## src/rtl/uart_imem_loader_pkg.sv

```systemverilog
// Shared definitions for the UART instruction-memory loader: FSM encoding and
// the IMEM window that bounds a legal image.
package uart_imem_loader_pkg;

    localparam logic [31:0] IMEM_START = 32'h0000_0000;
    localparam logic [31:0] IMEM_END   = 32'h0000_5000;
    localparam logic [31:0] IMEM_BYTES = IMEM_END - IMEM_START;

    typedef enum logic [1:0] {
        S_HDR,
        S_DATA,
        S_DONE,
        S_ERR
    } state_t;

endpackage

```

## src/rtl/loader_byte_packer.sv

```systemverilog
// Packs a byte stream into little-endian 32-bit words; word_valid/word are
// presented in the same cycle as the byte that completes the word.
module loader_byte_packer (
    input  logic        clk,
    input  logic        rst,
    input  logic        clear,
    input  logic        byte_valid,
    input  logic [7:0]  byte_data,
    output logic        word_valid,
    output logic [31:0] word
);

    logic [1:0]  lane;
    logic [23:0] lanes;

    // The completing byte is merged combinationally so the consumer can
    // register the full word on the same edge that accepts that byte.
    assign word_valid = byte_valid && (lane == 2'd3);
    assign word       = {byte_data, lanes};

    // NOTE: state registers use non-blocking assignments so every flop samples
    // pre-edge values regardless of statement order.
    always_ff @(posedge clk or posedge rst) begin
        if (rst) begin
            lane  <= 2'd0;
            lanes <= 24'd0;
        end else if (clear) begin
            lane  <= 2'd0;
            lanes <= 24'd0;
        end else if (byte_valid) begin
            lane  <= lane + 2'd1;
            lanes <= {byte_data, lanes[23:8]};
        end
    end

endmodule

```

## src/rtl/uart_imem_loader.sv

```systemverilog
// Boot loader: receives a length-prefixed image over UART, writes it into IMEM
// through BRAM port B, and holds the CPU in reset until the image is complete.
module uart_imem_loader
    import uart_imem_loader_pkg::*;
#(
    parameter logic [31:0] BASE_ADDR   = IMEM_START,
    parameter logic [31:0] MAX_BYTES   = IMEM_BYTES,
    parameter int unsigned TIMEOUT_CYC = 1_000_000
) (
    input  logic        clk,
    input  logic        rst,
    input  logic        rx_valid,
    input  logic [7:0]  rx_data,
    input  logic        restart,
    output logic [3:0]  mem_we,
    output logic [31:0] mem_addr,
    output logic [31:0] mem_wdata,
    output logic        cpu_hold,
    output logic        busy,
    output logic        done,
    output logic        err,
    output logic [31:0] checksum
);

    localparam int IDX_W = $clog2(MAX_BYTES / 4) + 1;
    localparam logic [IDX_W-1:0] IDX_ONE = 1;

    state_t            state, state_next;
    logic [1:0]        hdr_cnt, hdr_cnt_next;
    logic [23:0]       hdr_buf;
    logic [31:0]       len_full;
    logic [IDX_W-1:0]  word_idx, last_idx;
    logic              last_pending;
    logic [31:0]       tmo_cnt;
    logic              tmo_active, tmo_hit, hdr_last, len_bad, rearm;
    logic              pk_valid, pk_clear, pk_word_valid;
    logic [31:0]       pk_word;

    assign len_full   = {rx_data, hdr_buf};
    assign hdr_last   = (state == S_HDR) && rx_valid && (hdr_cnt == 2'd3);
    assign len_bad    = (len_full[1:0] != 2'b00) || (len_full > MAX_BYTES);
    assign tmo_active = (state == S_DATA) || ((state == S_HDR) && (hdr_cnt != 2'd0));
    assign tmo_hit    = tmo_active && (tmo_cnt >= TIMEOUT_CYC);
    assign rearm      = restart && ((state == S_DONE) || (state == S_ERR));

    // Bytes after the final word are not fed in; the packer is held empty
    // whenever the payload phase is not active.
    assign pk_valid = (state == S_DATA) && rx_valid && !last_pending;
    assign pk_clear = (state != S_DATA);

    loader_byte_packer u_packer (
        .clk        (clk),
        .rst        (rst),
        .clear      (pk_clear),
        .byte_valid (pk_valid),
        .byte_data  (rx_data),
        .word_valid (pk_word_valid),
        .word       (pk_word)
    );

    // NOTE: every variable driven here gets a default first, so no path can
    // leave it unassigned and infer a latch.
    always_comb begin
        state_next   = state;
        hdr_cnt_next = hdr_cnt;
        unique case (state)
            S_HDR: begin
                if (rx_valid) begin
                    hdr_cnt_next = hdr_cnt + 2'd1;
                    if (hdr_last) begin
                        if (len_full == 32'd0) state_next = S_DONE;
                        else if (len_bad)      state_next = S_ERR;
                        else                   state_next = S_DATA;
                    end
                end else if (tmo_hit) begin
                    state_next = S_ERR;
                end
            end
            S_DATA: begin
                if (last_pending)  state_next = S_DONE;
                else if (tmo_hit)  state_next = S_ERR;
            end
            S_DONE, S_ERR: begin
                if (restart) begin
                    state_next   = S_HDR;
                    hdr_cnt_next = 2'd0;
                end
            end
            default: state_next = S_HDR;
        endcase
    end

    always_ff @(posedge clk or posedge rst) begin
        if (rst) begin
            state        <= S_HDR;
            hdr_cnt      <= 2'd0;
            hdr_buf      <= 24'd0;
            word_idx     <= '0;
            last_idx     <= '0;
            last_pending <= 1'b0;
            tmo_cnt      <= 32'd0;
            mem_we       <= 4'h0;
            mem_addr     <= BASE_ADDR;
            mem_wdata    <= 32'd0;
            checksum     <= 32'd0;
            cpu_hold     <= 1'b1;
            busy         <= 1'b0;
            done         <= 1'b0;
            err          <= 1'b0;
        end else begin
            state        <= state_next;
            hdr_cnt      <= hdr_cnt_next;
            mem_we       <= 4'h0;
            last_pending <= 1'b0;

            if (rx_valid || !tmo_active) tmo_cnt <= 32'd0;
            else                         tmo_cnt <= tmo_cnt + 32'd1;

            if ((state == S_HDR) && rx_valid) begin
                hdr_buf <= {rx_data, hdr_buf[23:8]};
                if (hdr_cnt == 2'd3) begin
                    last_idx <= len_full[IDX_W+1:2] - IDX_ONE;
                    word_idx <= '0;
                end
            end

            if (pk_word_valid) begin
                mem_we       <= 4'hF;
                mem_addr     <= BASE_ADDR + (32'(word_idx) << 2);
                mem_wdata    <= pk_word;
                checksum     <= checksum + pk_word;
                word_idx     <= word_idx + IDX_ONE;
                last_pending <= (word_idx == last_idx);
            end

            if (rearm) begin
                hdr_buf  <= 24'd0;
                word_idx <= '0;
                last_idx <= '0;
                tmo_cnt  <= 32'd0;
                mem_addr <= BASE_ADDR;
                checksum <= 32'd0;
            end

            // Status flags track the state being entered, so they change on the
            // same edge as the state register.
            done     <= (state_next == S_DONE);
            err      <= (state_next == S_ERR);
            cpu_hold <= (state_next != S_DONE);
            busy     <= (state_next == S_DATA) ||
                        ((state_next == S_HDR) && (hdr_cnt_next != 2'd0));
        end
    end

endmodule

```

## config.mk

```make
export PLATFORM = sky130hd
export DESIGN_NAME = uart_imem_loader
export DESIGN_NICKNAME = d
export VERILOG_FILES = /design/src/rtl/uart_imem_loader_pkg.sv /design/src/rtl/loader_byte_packer.sv /design/src/rtl/uart_imem_loader.sv
export SDC_FILE = /design/constraint.sdc
export NUM_CORES = 1
export LEC_CHECK = 0
export ABC_AREA = 0
export ABC_CLOCK_PERIOD_IN_PS = 14600
export BUFFER_PORTS_ARGS = -buffer_cell sky130_fd_sc_hd__buf_4
export CORE_UTILIZATION = 30
export DETAILED_ROUTE_END_ITERATION = 6
export PLACE_DENSITY = 0.51
export REMOVE_ABC_BUFFERS = 1
export SETUP_SLACK_MARGIN = 0.2
export SLEW_MARGIN = 15
export SYNTH_ARGS = -nofsm -noshare
export SYNTH_HDL_FRONTEND = slang
export SYNTH_SLANG_ARGS = --single-unit
```

## constraint.sdc

```tcl
create_clock -name clk -period 14.6 [get_ports clk]
set_clock_uncertainty 0.1 [all_clocks]
set_input_delay 2.92 -clock clk [delete_from_list [all_inputs] [get_ports clk]]
set_output_delay 2.92 -clock clk [all_outputs]
set_load 0.005 [all_outputs]
```

==> flow_metrics.tcl, run 1 <==
set metrics [dict create \
    status "complete, but fails checks" \
    post_cts_resized 0 \
    drt-pass1-iter-count 7 \
    syn_area_sq_um 10200 \
    violations "DRC" \
    synth_cells 1114 \
    htree_levels 4 \
    crit_family "simple AND/OR/NAND/NOR gates" \
    comb_power_share_pct 22.4 \
    io_pins 116 \
    hold_viol_final 0 \
    worst_pin_slew_ns 1.14 \
    clk-insertion-delay-late_ns 0.44 \
    coreArea_sq_um 33400 \
    die_h_microns 186 \
    fin_util_pct 35.4 \
    drtIter0Drc 456 \
    cp_max_fo 60 \
    grt_max_degree 123 \
    numClockSinks 198 \
    crit_path_end_kind "register" \
    wl_per_cell_microns 15.2 \
    cp_slowest_cell "nor2b_2" \
    post-route-period-util_pct 40.6 \
    min_path_type "register to register" \
    synth_edf_count 0 \
    antenna-diode-count 0 \
    via_per_inst 4.87 \
    fill_cells 3427 \
    ys_ff_latch 198 \
    final_cells 1644 \
    ant_nets 0 \
    rsz0062_at_grt "false" \
    drc 2 \
    crit_arrival_ns 6.21 \
    maxCapViolCount 0 \
    required_ns 14.88 \
    async_flop_share_pct 100 \
    setup.worst_path.start_class "primary input" \
    place_congestion 0.833 \
    path_buf_inv 3 \
    reg2reg_slack_ns 10.79 \
    track_usage_pct 15.1 \
    die_w_microns 186 \
    dp_hpwl_microns 16800 \
    clk_pin_slew_ns 0.08 \
    slowest_delay_ns 0.96 \
    relSlewSlack_pct 23.7 \
    min_period_ns 5.93 \
    start_util_pct 30.5 \
    cts_made_buffers 17 \
    io_buffer_count 97 \
    post-cts-setup-buffer-count 0 \
    cts_tree "built" \
    routed_wl_microns 25000 \
    seqPwrFrac_pct 45.7 \
    place_inst 1612 \
    p_int_w 0.000988 \
    crit_top_cell "buf_4" \
    num_rows 67 \
    setup_viol 0 \
    p_switching_w 0.000503 \
    yosysSeqAreaShare_pct 48.6 \
    cp_cell_sequence "buf_4 -> nor2b_1 -> nor2b_2 -> nand2_4 -> inv_2 -> buf_4 -> nand3b_1 -> or3_1 -> nand3_1" \
    setup.worst_path.class "primary input to register" \
    grt_pass1_vias 7689 \
    globalRouteOverflowTotal 0 \
    vias 8005 \
    synth_warnings 0 \
    grt_pass1_wl_microns 41300 \
    drive_gt1_share_pct 13.5 \
    fmax_mhz 169 \
    switching_share_pct 33.8 \
    pwr-share-clk_pct 32.0 \
    cts_buffer_depth 2 \
    p_leak_nw 5.78 \
    ir_drop_uv 82.8 \
    cts_hold_buf 0 \
    die_area_sq_um 34700 \
    cts-root-buf "clkbuf_16" \
    timing.final.max_slew_violations 0 \
    final.setup.tns_ns 0 \
    antenna_found_initial 0 \
    power.density_nw_per_um2 126 \
    synth_cell_types 68 \
    synth.avg_cell_area_sq_um 9.14 \
    fin_nets 1235 \
    ys.flop_type "dfrtp_1" \
    whs_ns 0.375 \
    area_growth_pct 16.3 \
]
## placed cells by master, fill, tap and decap left out, types with 15 or more instances in the layout
cell type and count:
xor2_1 26, ha_1 39, o21ai_0 79, nor2_1 64, inv_1 27, and3_1 16, buf_4 103, xnor2_1 41
a21oi_1 35, nand4_1 15, dfrtp_1 197, nand2_1 220, o21ai_1 16, clkbuf_16 17, a22o_1 26, conb_1 18
nand3_1 100
## power by group through the flow
stage / combinational (W) / sequential (W) / clock (W)
after global routing: 0.000387 / 0.000692 / 0.000514
after floorplan: 0.000252 / 0.000668 / 0
after global placement: 0.000337 / 0.000691 / 0
after detailed placement: 0.000340 / 0.000692 / 0
after CTS: 0.000341 / 0.000682 / 0.000493
final: 0.000333 / 0.000681 / 0.000476
## synth_stat cells, types with 12 or more instances
cell      count  area [sq um]
a21o_1       12          90.1
a21oi_1      35           175
a22o_1       26           228
and3_1       16           100
buf_4        21           158
clkbuf_1     42           158
dfrtp_1     197          4930
ha_1         39           488
inv_1        28           105
nand2_1     222           833
nand3_1     100           500
nand4_1      15          93.8
nor2_1       64           240
o21ai_0      79           395
o21ai_1      17          85.1
xnor2_1      41           359
xor2_1       26           228
## state kept, by name, summed over array words and instances (netlist names)
register / cells
hdr_buf: 24
mem_wdata: 32
state: 2
mem_addr: 14
hdr_cnt: 2
mem_we: 1
err: 1
checksum: 32
cpu_hold: 1
last_pending: 1
busy: 1
u_packer.lanes: 24
word_idx: 14
last_idx: 14
u_packer.lane: 2
done: 1
tmo_cnt: 32
## metrics by stage
stage	worst slack (ns)	power, W	area, sq um
after global placement	8.14	0.00103	11300
after detailed placement	8.14	0.00103	11300
final	8.67	0.00149	11800
after floorplan	6.18	0.000920	9900
after global routing	8.35	0.00159	11800
after CTS	8.61	0.00152	11800
## cell type report
class | instances | area [sq um] | area share (%)
multi-input cells | 833 | 4850 | 40.9
flip-flops and latches | 198 | 4960 | 41.8
inverters | 30 | 120 | 1.01
well taps | 448 | 561 | 4.73
repair buffers | 103 | 773 | 6.53
clock inverters | 15 | 160 | 1.35
clock buffers | 17 | 425 | 3.59
## worst reg2reg max path: cells and delay by family, from the launching register on
family / cells / cell delay (ns)
buffers and inverters: 2 / 0.87
AND/OR/NAND/NOR: 6 / 2.36
flip-flops: 1 / 0.45
## per-layer routing
layer  vias up  GRT usage, %  wire (microns)
li1       3984             -               -
met5         -             0               0
met2       159          22.5           10700
met1      3840          22.2           13100
met3        22          2.80            1040
met4         0          4.07             267
## worst paths after layout
kind	from	endpoint	cells after the start
hold / removal	checksum[31]	checksum[31]	1
setup / recovery	rx_valid	checksum[18]	9
hold reg to reg	checksum[31]	checksum[31]	1
setup reg to reg	last_pending	checksum[18]	8
max in group asynchronous	rst	mem_wdata[21]	3
min in group asynchronous	rst	mem_addr[8]	2
## logic make-up (layout without fill, tap and decap cells)
group | after synthesis | after routing | synth area share, %
AO/OA/AOI/OAI | 222 | 222 | 13.8
XOR/XNOR | 67 | 67 | 5.76
adder cells (fa/ha/maj) | 40 | 40 | 4.99
buffers and inverters | 100 | 165 | 4.54
flip-flops | 198 | 198 | 48.6
multiplexers | 6 | 6 | 0.590
other | 1 | 18 | 0.0368
AND/OR/NAND/NOR | 480 | 480 | 21.7
(Power assumes the default switching activity.)
==> run 2, diff against run 1 <==
Settings changed: ABC_CLOCK_PERIOD_IN_PS 14600 to 5050, PLACE_DENSITY 0.51 to 0.52.
Clock period 14.6 ns to 5.05 ns, I/O delays scaled along.
==> run 2 against run 1 <==
  * Largest power group unchanged
  * Critical path type unchanged
  * Power rose to 2.9 times the previous value
  * Non-clock buffer count rose by 7
  * Via count barely moved
  * Routed wire length rose by 1.2%
  * Highest routed layer unchanged
  * Combinational power rose to 2.9 times the previous value
  * Cell count rose by 0.43%
  * Worst hold slack improved by 0.0047 ns
  * The run now ends clean
  * Sequential share of layout area fell by 0.18 points
  * Critical endpoint is now word_idx[12]
  * Setup slack got worse by 6.8 ns
  * Sequential power rose to 2.9 times the previous value
  * First-iteration DRC count rose by 9.4%
  * Register-to-register slack got worse by 8.9 ns
==> flow_metrics.tcl, run 2 (synthesis gave the netlist of run 1 again) <==
set metrics [dict create \
    hold_viol_final 0 \
    wl_per_cell_microns 15.3 \
    htree_levels 4 \
    antenna-diode-count 0 \
    slowest_delay_ns 0.50 \
    cts_tree "built" \
    drt-pass1-iter-count 5 \
    grt_pass1_vias 7652 \
    timing.final.max_slew_violations 0 \
    place_congestion 0.813 \
    hp-start "mem_wdata[5]" \
    post-cts-setup-buffer-count 0 \
    cts_buffer_depth 2 \
    worst_pin_slew_ns 0.906 \
    crit_top_cell "buf_4" \
    min_path_type "register to register" \
    path_buf_inv 4 \
    fmax_mhz 313 \
    grt_max_degree 125 \
    cp_slowest_cell "inv_2" \
    drive_gt1_share_pct 13.8 \
    crit_family "buffers and inverters" \
    relSlewSlack_pct 39.4 \
    final_cell_mix "nand2_1, dfrtp_1, buf_4" \
    crit_path_end_kind "register" \
    io_pins 116 \
    track_usage_pct 15.2 \
    drtIter0Drc 499 \
    clk-insertion-delay-late_ns 0.44 \
    crit_arrival_ns 3.47 \
    final_cells 1651 \
    dp_hpwl_microns 17200 \
    cp_max_fo 46 \
    maxCapViolCount 0 \
    io_buffer_count 97 \
    via_per_inst 4.85 \
    numClockSinks 198 \
    reg2reg_from "u_packer.lanes[9]" \
    vias 8003 \
    routed_wl_microns 25300 \
    post_cts_resized 0 \
    ant_nets 0 \
    cp_cell_sequence "buf_4 -> nor2b_1 -> nor2b_2 -> buf_4 -> nand2_4 -> inv_2 -> buf_4 -> nand4_1 -> o21ai_0" \
    fin_util_pct 35.6 \
    cts-root-buf "clkbuf_16" \
    ir_drop_uv 258 \
    die_area_sq_um 34700 \
    place_inst 1619 \
    clk_pin_slew_ns 0.08 \
    min_period_ns 3.20 \
    die_h_microns 186 \
    p_leak_nw 5.81 \
    start_util_pct 30.5 \
    drc 0 \
    post-route-period-util_pct 63.3 \
    cts_hold_buf 0 \
    cp-startpoint "rx_valid" \
    fill_cells 3449 \
    die_w_microns 186 \
    required_ns 5.32 \
    grt_pass1_wl_microns 41400 \
    coreArea_sq_um 33400 \
    area_growth_pct 16.8 \
    fin_nets 1242 \
    setup.worst_path.start_class "primary input" \
    power.density_nw_per_um2 364 \
    setup.worst_path.class "primary input to register" \
    antenna_found_initial 0 \
    reg_top3 "checksum: 32 flops, mem_wdata: 32 flops, tmo_cnt: 32 flops" \
    cts_made_buffers 17 \
    status "finished clean" \
    final_common_cell "nand2_1" \
    rsz0062_at_grt "false" \
    num_rows 67 \
    setup_viol 0 \
    globalRouteOverflowTotal 0 \
]
run 2: area by class of cell:
cell class	count	area, sq um	share of cell area (%)
inverters	30	120	1.01
multi-input cells	833	4850	40.8
flip-flops and latches	198	4960	41.7
clock inverters	13	150	1.26
well taps	448	561	4.71
repair buffers	110	826	6.94
clock buffers	19	433	3.64
run 2: stage by stage:
| step | hold WS [ns] | area (sq um) | setup TNS, ns | worst slack, ns | total power [W] |
|---|---|---|---|---|---|
| floorplan | 0.355 | 9900 | -327.42 | -1.46 | 0.00266 |
| global placement | 0.364 | 11300 | 0 | 1.44 | 0.00298 |
| detailed placement | 0.369 | 11300 | 0 | 1.39 | 0.00299 |
| CTS | 0.386 | 11900 | 0 | 1.86 | 0.00439 |
| global route | 0.402 | 11900 | 0 | 1.60 | 0.00460 |
| finish | 0.379 | 11900 | 0 | 1.85 | 0.00433 |
run 2: final timing paths:
kind,end,slack [ns],depth (start not counted)
min,mem_wdata[5],0.38,2
max reg2reg,checksum[31],1.88,9
min reg2reg,mem_wdata[5],0.38,2
min in group asynchronous,mem_addr[6],0.64,2
max in group asynchronous,hdr_buf[19],3.29,3
max,word_idx[12],1.85,9
run 2: report_power, final:
part | switching (W) | internal, W
logic | 0.000586 | 0.000394
clock network | 0.000642 | 0.000738
registers | 0.000198 | 0.00177
total | 0.00143 | 0.00290
run 2: routing by layer:
| layer | part of all wire [%] | global-route usage, % |
|---|---|---|
| met1 | 52 | 22.6 |
| met2 | 43 | 22.2 |
| met3 | 4.1 | 2.92 |
| met4 | 0.82 | 4.03 |
| met5 | 0 | 0 |
run 2: worst reg2reg max path, cell delays in order (launching register included):
cell and delay (ns):
dfrtp_1 0.50, ha_1 0.44, nand4_1 0.20, nor3_1 0.24, o211ai_1 0.19, a21oi_2 0.35
a211oi_2 0.16, o41ai_2 0.41, mux2i_1 0.29, mux2i_1 0.20
==> run 3, diff against run 2 <==
Settings changed: ABC_AREA 0 to 1, ABC_CLOCK_PERIOD_IN_PS 5050 to 3100, PLACE_DENSITY 0.52 to 0.5.
Clock period 5.05 ns to 3.1 ns, I/O delays scaled along.
==> run 3 against run 2 <==
  * Core utilization hardly changed
  * Power is 72% higher
  * Flip-flop and latch count stayed put
  * Critical endpoint is now checksum[30]
  * Largest cell class unchanged
  * Largest power group unchanged
==> flow_metrics.tcl, run 3 <==
set metrics [dict create \
    die_h_microns 192 \
    ff2ff_path_depth 13 \
    maxCapViolCount 0 \
    yosysMostFrequentCell "nand2_1" \
    drc 0 \
    globalRouteOverflowTotal 0 \
    post_cts_resized 0 \
    num_rows 69 \
    ys.flop_type "dfrtp_1" \
    min_period_ns 2.47 \
    grt_max_degree 99 \
    grt_pass1_vias 8954 \
    fin_nets 1534 \
    worst_pin_slew_ns 0.624 \
    synth_area_leaders "dfrtp_1, nand2_1, inv_1, o21ai_0, nor2_1" \
    io_buffer_count 97 \
    routed_wl_microns 31000 \
    ys_ff_latch 198 \
    cts-root-buf "clkbuf_16" \
    clk-insertion-delay-late_ns 0.45 \
    die_area_sq_um 36700 \
    synth_cells 1388 \
    status "finished clean" \
    synth_edf_count 0 \
    fmax_mhz 405 \
    antenna-diode-count 0 \
    reg_top3 "checksum: 32 flops, mem_wdata: 32 flops, tmo_cnt: 32 flops" \
    cts_hold_buf 0 \
    start_util_pct 30.4 \
    vias 9285 \
    setup_viol 0 \
    p_leak_nw 6.13 \
    die_w_microns 192 \
    final_cell_mix "nand2_1, dfrtp_1, inv_1" \
    grt_pass1_wl_microns 49300 \
    yosys.area.top_type "dfrtp_1" \
    antenna_found_initial 0 \
    cts_made_buffers 17 \
    yosysSeqAreaShare_pct 45.9 \
    cp_max_fo 4 \
    place_congestion 0.926 \
    min_path_type "primary input to asynchronous set/reset pin" \
    fin_util_pct 35.6 \
    fill_cells 3753 \
    power.density_nw_per_um2 589 \
    setup.worst_path.start_class "register" \
    wl_per_cell_microns 15.9 \
    drtIter0Drc 599 \
    clk_pin_slew_ns 0.08 \
    synth_commonest_cells "nand2_1, dfrtp_1, inv_1" \
    synth_warnings 0 \
    track_usage_pct 17.5 \
    cts_tree "built" \
    syn_area_sq_um 10800 \
    required_ns 3.34 \
    crit_path_end_kind "register" \
    post-route-period-util_pct 79.6 \
    via_per_inst 4.75 \
    drt-pass1-iter-count 5 \
    design_area_sq_um 12600 \
    synth.avg_cell_area_sq_um 7.77 \
    dp_hpwl_microns 23300 \
    hold_viol_final 0 \
    rsz0062_at_grt "false" \
    io_pins 116 \
    htree_levels 4 \
    coreArea_sq_um 35500 \
    ir_drop_uv 445 \
    relSlewSlack_pct 58.1 \
    synth_cell_types 47 \
    area_growth_pct 17.0 \
    ant_nets 0 \
    postPlaceCellArea_sq_um 12000 \
    async_flop_share_pct 100 \
    timing.final.max_slew_violations 0 \
    numClockSinks 198 \
    cts_buffer_depth 2 \
    drive_gt1_share_pct 12.1 \
    final_common_cell "nand2_1" \
    post-cts-setup-buffer-count 0 \
    setup.worst_path.class "register to register" \
    crit_arrival_ns 2.71 \
    synth_top_cell_area_share_pct 45.7 \
]
run 3: metrics by stage:
step | hold slack (ns) | worst slack [ns] | std cells | power [W] | setup TNS, ns
floorplan | 0.346 | -3.02 | 1353 | 0.00445 | -600.81
global placement | 0.370 | 0.707 | 1924 | 0.00517 | 0
detailed placement | 0.375 | 0.668 | 1924 | 0.00519 | 0
CTS | 0.151 | 0.643 | 1956 | 0.00754 | 0
global route | 0.172 | 0.448 | 1956 | 0.00792 | 0
finish | 0.131 | 0.632 | 1956 | 0.00744 | 0
run 3: where the power goes:
part,internal [W],switching [W]
clock,0.00126,0.00106
sequential,0.00293,0.000280
combinational,0.000643,0.00127
run 3: metal layers:
| metal | up-vias | part of all wire [%] | global-route usage, % |
|---|---|---|---|
| met4 | 0 | 2.2 | 5.56 |
| met2 | 192 | 47 | 28.4 |
| met1 | 4354 | 48 | 23.8 |
| met5 | - | 0 | 0 |
| li1 | 4708 | - | - |
| met3 | 31 | 3.3 | 2.76 |
run 3: worst max-delay path, cell delays in order (launching register included):
cell and delay [ns]:
dfrtp_1 0.38, ha_1 0.18, inv_1 0.05, fa_1 0.40, o21ai_1 0.38, nand2_1 0.09, nand2_1 0.14, nand3_1 0.08
nand2_1 0.20, nand2_1 0.11, nand2_1 0.08, nand2_1 0.05, nand3_1 0.06, nand2_1 0.05
run 3: kinds of logic (layout without fill, tap and decap cells):
group                    count (synthesis)  in the layout  share of synthesized area [%]
AND/OR/NAND/NOR                        621            621                           24.9
AO/OA/AOI/OAI                          268            268                           13.6
buffers and inverters                  240            330                           9.22
flip-flops                             198            198                           45.9
adder cells (fa/ha/maj)                 40             40                           4.71
XOR/XNOR                                20             20                           1.62
other                                    1             18                         0.0348
run 3: final timing paths:
path / start / endpoint / slack [ns]
worst min-delay path: rst / mem_wdata[8] / 0.13
min in group clk: tmo_cnt[0] / tmo_cnt[0] / 0.38
worst max-delay path: checksum[0] / checksum[30] / 0.63
worst min register to register: tmo_cnt[0] / tmo_cnt[0] / 0.38
max in group asynchronous: rst / cpu_hold / 1.97
worst max register to register: checksum[0] / checksum[30] / 0.63
run 3: area by class of cell:
cell class	instances	area, sq um	share of cell area, %
clock buffers	22	464	3.68
clock inverters	10	133	1.05
inverters	188	713	5.65
multi-input cells	967	4900	38.8
flip-flops and latches	198	4960	39.3
well taps	461	577	4.57
repair buffers	110	876	6.94
